`config.mk`:
```
export PLATFORM = sky130hd
export DESIGN_NAME = uart_cmd_decoder
export DESIGN_NICKNAME = d
export VERILOG_FILES = /design/src/rtl/uart_cmd_decoder.sv
export SDC_FILE = /design/constraint.sdc
export NUM_CORES = 1
export LEC_CHECK = 0
export CORE_ASPECT_RATIO = 1.5
export CORE_MARGIN = 4
export CORE_UTILIZATION = 32
export CTS_CLUSTER_DIAMETER = 100
export DETAILED_ROUTE_END_ITERATION = 12
export PLACE_DENSITY = 0.52
export SLEW_MARGIN = 15
export SYNTH_ARGS = -nofsm -noshare
export SYNTH_HDL_FRONTEND = slang
export SYNTH_SLANG_ARGS = --single-unit
```
`constraint.sdc`:
```
create_clock -name i_Clk -period 3.01 [get_ports i_Clk]
set_clock_uncertainty 0.1 [all_clocks]
set_input_delay 0.602 -clock i_Clk [delete_from_list [all_inputs] [get_ports i_Clk]]
set_output_delay 0.602 -clock i_Clk [all_outputs]
set_load 0.03 [all_outputs]
```
`src/rtl/uart_cmd_decoder.sv`:
```
// uart_cmd_decoder: validates 4-byte UART command frames (SOF, CMD, ARG, CHK)
// and turns them into Pong control outputs (start pulse, pause level, paddle
// requests). Optional macro LEGACY_ANY_BYTE_START_EN makes any non-SOF byte
// received in IDLE pulse o_Game_Start.
module uart_cmd_decoder #(
  parameter int unsigned HOLD_CLKS    = 25000,
  parameter int unsigned TIMEOUT_CLKS = 2500000,
  parameter logic [7:0]  SOF_BYTE     = 8'hA5
) (
  input  logic       i_Clk,
  input  logic       i_Rst,
  input  logic       i_Rx_DV,
  input  logic [7:0] i_Rx_Byte,
  output logic       o_Game_Start,
  output logic       o_Pause,
  output logic       o_Paddle_Up_P1,
  output logic       o_Paddle_Dn_P1,
  output logic       o_Paddle_Up_P2,
  output logic       o_Paddle_Dn_P2,
  output logic       o_Cmd_Valid,
  output logic [7:0] o_Err_Count
);

  localparam int HW = (HOLD_CLKS > 1) ? $clog2(HOLD_CLKS) : 1;
  localparam int TW = (TIMEOUT_CLKS > 1) ? $clog2(TIMEOUT_CLKS) : 1;
  localparam logic [HW-1:0] HOLD_LOAD = HW'(HOLD_CLKS - 1);
  localparam logic [TW-1:0] TMO_LAST  = TW'(TIMEOUT_CLKS - 1);

  typedef enum logic [1:0] {
    ST_IDLE = 2'd0,
    ST_CMD  = 2'd1,
    ST_ARG  = 2'd2,
    ST_CHK  = 2'd3
  } state_t;

  logic [1:0]    rst_sync_q;
  logic          rst_s;
  state_t        state_q, state_d;
  logic [7:0]    cmd_q, cmd_d, arg_q, arg_d, err_q, err_d;
  logic [TW-1:0] tmo_q, tmo_d;
  logic [HW-1:0] hold1_q, hold1_d, hold2_q, hold2_d;
  logic          start_q, start_d, valid_q, valid_d, pause_q, pause_d;
  logic          up1_q, up1_d, dn1_q, dn1_d, up2_q, up2_d, dn2_q, dn2_d;
  logic          inc_err_s;

  // Reset synchronizer: assertion reaches the core immediately, release is clocked.
  always_ff @(posedge i_Clk or posedge i_Rst) begin
    if (i_Rst) begin
      rst_sync_q <= 2'b11;
    end else begin
      rst_sync_q <= {rst_sync_q[0], 1'b0};
    end
  end

  assign rst_s = rst_sync_q[1];

  // Next-state logic: frame FSM, inter-byte timeout, command actions, hold timers.
  always_comb begin
    state_d   = state_q;
    cmd_d     = cmd_q;
    arg_d     = arg_q;
    tmo_d     = tmo_q;
    err_d     = err_q;
    start_d   = 1'b0;
    valid_d   = 1'b0;
    pause_d   = pause_q;
    up1_d     = up1_q;
    dn1_d     = dn1_q;
    up2_d     = up2_q;
    dn2_d     = dn2_q;
    hold1_d   = hold1_q;
    hold2_d   = hold2_q;
    inc_err_s = 1'b0;

    // Paddle requests count down and drop once their hold window is spent.
    if (up1_q || dn1_q) begin
      if (hold1_q == HW'(0)) begin
        up1_d = 1'b0;
        dn1_d = 1'b0;
      end else begin
        hold1_d = hold1_q - HW'(1);
      end
    end else begin
      hold1_d = hold1_q;
    end
    if (up2_q || dn2_q) begin
      if (hold2_q == HW'(0)) begin
        up2_d = 1'b0;
        dn2_d = 1'b0;
      end else begin
        hold2_d = hold2_q - HW'(1);
      end
    end else begin
      hold2_d = hold2_q;
    end

    if (state_q == ST_IDLE) begin
      tmo_d = TW'(0);
      if (i_Rx_DV && (i_Rx_Byte == SOF_BYTE)) begin
        state_d = ST_CMD;
      end else begin
`ifdef LEGACY_ANY_BYTE_START_EN
        start_d = i_Rx_DV;
`else
        start_d = 1'b0;
`endif
      end
    end else if (!i_Rx_DV) begin
      // A byte arriving on the expiry cycle takes the other branch, so it wins.
      if (tmo_q == TMO_LAST) begin
        state_d   = ST_IDLE;
        tmo_d     = TW'(0);
        inc_err_s = 1'b1;
      end else begin
        tmo_d = tmo_q + TW'(1);
      end
    end else begin
      tmo_d = TW'(0);
      case (state_q)
        ST_CMD: begin
          cmd_d   = i_Rx_Byte;
          state_d = ST_ARG;
        end
        ST_ARG: begin
          arg_d   = i_Rx_Byte;
          state_d = ST_CHK;
        end
        ST_CHK: begin
          state_d = ST_IDLE;
          if (i_Rx_Byte != (cmd_q ^ arg_q)) begin
            inc_err_s = 1'b1;
          end else begin
            case (cmd_q)
              8'h01: begin
                start_d = 1'b1;
                valid_d = 1'b1;
              end
              8'h02: begin
                pause_d = arg_q[0];
                valid_d = 1'b1;
              end
              8'h10: begin
                // Up and down together is contradictory and resolves to neither.
                up1_d   = arg_q[0] & ~arg_q[1];
                dn1_d   = arg_q[1] & ~arg_q[0];
                hold1_d = HOLD_LOAD;
                valid_d = 1'b1;
              end
              8'h11: begin
                up2_d   = arg_q[0] & ~arg_q[1];
                dn2_d   = arg_q[1] & ~arg_q[0];
                hold2_d = HOLD_LOAD;
                valid_d = 1'b1;
              end
              default: begin
                inc_err_s = 1'b1;
              end
            endcase
          end
        end
        default: begin
          state_d = ST_IDLE;
        end
      endcase
    end

    if (inc_err_s && (err_q != 8'hFF)) begin
      err_d = err_q + 8'd1;
    end else begin
      err_d = err_q;
    end
  end

  // State and output registers; a reset anywhere in a frame discards it.
  always_ff @(posedge i_Clk or posedge rst_s) begin
    if (rst_s) begin
      state_q <= ST_IDLE;
      cmd_q   <= 8'h00;
      arg_q   <= 8'h00;
      tmo_q   <= TW'(0);
      err_q   <= 8'h00;
      start_q <= 1'b0;
      valid_q <= 1'b0;
      pause_q <= 1'b0;
      up1_q   <= 1'b0;
      dn1_q   <= 1'b0;
      up2_q   <= 1'b0;
      dn2_q   <= 1'b0;
      hold1_q <= HW'(0);
      hold2_q <= HW'(0);
    end else begin
      state_q <= state_d;
      cmd_q   <= cmd_d;
      arg_q   <= arg_d;
      tmo_q   <= tmo_d;
      err_q   <= err_d;
      start_q <= start_d;
      valid_q <= valid_d;
      pause_q <= pause_d;
      up1_q   <= up1_d;
      dn1_q   <= dn1_d;
      up2_q   <= up2_d;
      dn2_q   <= dn2_d;
      hold1_q <= hold1_d;
      hold2_q <= hold2_d;
    end
  end

  assign o_Game_Start   = start_q;
  assign o_Pause        = pause_q;
  assign o_Paddle_Up_P1 = up1_q;
  assign o_Paddle_Dn_P1 = dn1_q;
  assign o_Paddle_Up_P2 = up2_q;
  assign o_Paddle_Dn_P2 = dn2_q;
  assign o_Cmd_Valid    = valid_q;
  assign o_Err_Count    = err_q;

endmodule
```
==> results.py <==
metrics = {
    "status": {
        "status": "complete, no violations",
    },
    "place": {
        "numPlacedInstances": 694,
        "dp_worst_setup_slack_ns": -0.0301,
        "globalplace.congestion": 0.796,
        "detailed_place_hpwl_um": 7480,
        "port-buffer-count": 25,
    },
    "global_route": {
        "antenna_found_initial": 0,
        "via_count_of_the_first_global_routing_pass": 3619,
        "globalRouteTotalUtil_pct": 12.7,
        "pin_count_of_the_biggest_net_entering_global_routing": 55,
        "remaining_overflow_grt": 0,
        "grt_pass1_wl_um": 17200,
    },
    "clock_network": {
        "cts_hold_buf": 0,
        "cts_buffer_depth": 2,
        "postCtsResizedCells": 0,
        "cts_sinks": 87,
        "cts_tree": "built",
        "cts-buffers-inserted": 9,
        "cts-root-buf": "clkbuf_16",
        "h_tree_depth": 3,
        "cts.repair_timing.setup_buffer_count": 0,
        "insertion_delay_ns": 0.33,
        "cts.clk_slew.worst_paths_ns": 0.06,
    },
    "power_and_ir_drop": {
        "peakVddDrop_mv": 0.269,
        "power.static_leakage_nw": 2.29,
        "power_density_relative_to_cell_area_nw_per_um2": 698,
        "finalPower_mw": 3.94,
    },
    "die": {
        "core_area_um2": 14500,
        "chipWidth_um": 107,
        "die_h_um": 157,
        "dieArea_um2": 16800,
        "fp-row-count": 54,
        "boundaryPins": 26,
        "start_util_pct": 32.4,
    },
    "synth": {
        "post_synth_fa_ha_maj_area_fraction_pct": 2.66,
        "synth_compound_area_share_pct": 6.40,
        "synth.avg_cell_area_um2": 10.2,
        "post_synth_xor_area_fraction_pct": 12.0,
        "yosysUniqueCellTypes": 56,
        "seq_area_frac_synth_pct": 46.3,
        "yosys-mux-area-fraction_pct": 4.65,
        "synth_nets": 483,
        "synth_async_sr_flop_share_pct": 100,
        "synth-edff-count": 0,
        "synth-main-ff-cell": "dfrtp_1",
        "synth_seq_cells": 87,
        "synth_top_family_by_area": "simple AND/OR/NAND/NOR gates",
        "synth_cells": 462,
        "yosys.area_share.simple_pct": 25.4,
        "yosys_warnings": 0,
        "netlist_area_um2": 4710,
    },
    "critical_path": {
        "crit-reg2reg-capture": "hold1_q[5]",
        "critical_path_peak_fanout": 9,
        "arrival_ns": 2.80,
        "timing.setup.critical_path_class": "in -> reg",
        "timing.critical_path.cells": "clkdlybuf4s50_1 > xnor3_1 > nand4_1 > or4_1 > or4b_1 > buf_4 > mux2i_1",
        "start_kind": "input port",
        "setup.reg_to_reg.worst_slack_ns": 0.39,
        "critical_path_rt_ns": 3.12,
        "critical_path.endpoint_type": "flip-flop",
        "worstRegToRegCells": 5,
        "cpPeakStageDelay_ns": 0.50,
        "crit_path_top_delay_cell": "or4b_1",
        "worst_setup_path_startpoint": "i_Rx_Byte[2]",
        "rr_startpoint": "hold1_q[3]",
    },
    "cells_and_area": {
        "fraction_of_final_layout_cells_sized_beyond_drive_strength_1_pct": 14.0,
        "flow.area_growth_from_synthesis_pct": 19.7,
        "antennaDiodeCount": 0,
        "finalNonFillerCells": 710,
        "number_of_nets_at_the_end_of_the_flow": 530,
    },
    "sta": {
        "slew_violations": 0,
        "finalHoldWorstSlack_ns": 0.193,
        "rsz0062_at_grt": "false",
        "fin_setup_tns_ns": 0,
        "fmax_ghz": 0.372,
        "fin_crit_ns": 2.69,
        "setup_slack_ns": 0.325,
        "finalHoldViolations": 0,
        "fin_crit_sh_pct": 89.2,
        "worst_slew_margin_rel_pct": 42.8,
        "worstMarginPinSlew_ns": 0.846,
        "final-setup-viol-count": 0,
    },
    "route": {
        "num_vias": 3539,
        "route.antenna.remaining_nets": 0,
        "route.detailed.wl_per_inst_um": 14.4,
        "remaining_drc_errors": 0,
        "drt_pre_antenna_iters": 4,
        "iteration_0_drc_markers": 114,
        "viasPerCell": 4.98,
        "drt-total-wl_um": 10200,
    },
    "worst_hold_path": {
        "hp-class": "reg -> async",
    },
    "run": {
        "cap_viol_max_count": 0,
    },
}
-- layer usage --
layer / track usage (%) / routed length [um] / up-vias
met1: 13.6 / 4240 / 1734
met3: 2.64 / 262 / 12
met2: 24.2 / 5580 / 45
li1: - / - / 1748
met4: 4.39 / 161 / 0
met5: 0 / 0 / -
-- state kept, by name, indices dropped and copies added (netlist names), 2 cells and up --
| register | flops |
|---|---|
| arg_q | 8 |
| cmd_q | 8 |
| hold1_q | 15 |
| hold2_q | 15 |
| o_Err_Count | 8 |
| rst_sync_q | 2 |
| state_q | 2 |
| tmo_q | 22 |
-- worst max path at each step --
| stage | endpoint | depth (start not counted) |
|---|---|---|
| after floorplan | arg_q[0] | 1 |
| after global placement | o_Paddle_Up_P1 | 7 |
| after detailed placement | o_Paddle_Dn_P1 | 7 |
| after CTS | o_Paddle_Dn_P1 | 7 |
| after global routing | o_Paddle_Dn_P1 | 7 |
| final | o_Paddle_Dn_P1 | 7 |
-- worst max-delay path, delay by kind of cell --
family	cells	cell delay, ns
xor gates and xnor gates	1	0.35
buffers and inverters	2	0.67
muxes	1	0.12
and+or+nand+nor	3	1.05
-- power breakdown --
part | internal [mW] | total (mW) | switching (mW)
Clock | 0.640 | 1.09 | 0.448
Combinational | 0.607 | 1.24 | 0.631
Sequential | 1.38 | 1.61 | 0.227
Total | 2.63 | 3.94 | 1.31
-- cell type report --
cell class                 instances  area [um2]
multi-input combinational        346        2410
tap                              196         245
clock buffer                      10         229
fill                            1429        8890
clock inverter                     6        61.3
sequential                        87        2180
inverter                          14        53.8
timing repair buffer              51         458
-- cells in the final DEF, fill, tap and decap left out, drive strengths merged, types with 15 or more instances in the layout --
cell / instances
mux2: 15
dfrtp: 85
nand4: 15
clkdlybuf4s50: 25
nand2: 38
xor2: 36
nor2: 55
nand3: 26
buf: 26
-- cells by family (layout without fill, tap and decap cells) --
kind of cell             Yosys count  after routing
XOR/XNOR                          55             55
buffers and inverters             29             81
multiplexers                      20             20
adder cells (fa/ha/maj)           10             10
other                              1              1
AND/OR/NAND/NOR                  217            217
flip-flops                        87             87
AO/OA/AOI/OAI                     43             43
-- cell usage after synthesis, drive strengths merged (2+ instances only) --
master	n	share of area, %
mux2i	5	1.1
or3	8	1.1
mux2	15	3.6
a21oi	6	0.64
or2	2	0.27
a311o	2	0.43
nor4	13	2.1
o41ai	2	0.37
a211oi	4	0.64
and2	3	0.40
nand2b	3	0.40
nand2	38	3.0
clkbuf	12	0.96
nand3	26	2.8
xnor2	13	2.4
nor3b	2	0.32
o211ai	5	1.1
nor4b	3	0.69
o31a	2	0.40
and4	6	1.1
nor2b	5	0.66
dfstp	2	1.1
and3	5	0.66
buf	3	0.45
nor3	9	0.96
nand3b	3	0.48
nor2	55	4.4
dfrtp	85	45
or4	7	1.2
nand4	15	2.0
nand4b	6	1.1
inv	14	1.1
or4b	4	0.93
ha	10	2.7
o22ai	3	0.40
a21o	2	0.32
nor4bb	3	0.64
xnor3	6	2.9
xor2	36	6.7
o21ai	13	1.4
-- per-stage QoR --
stage	area [um2]	utilization, %
floorplan	4710	-
global placement	5350	36.8
detailed placement	5350	36.8
CTS	5640	38.8
global route	5640	38.8
finish	5640	38.8
Note: power is estimated with default switching activity, not from simulation.
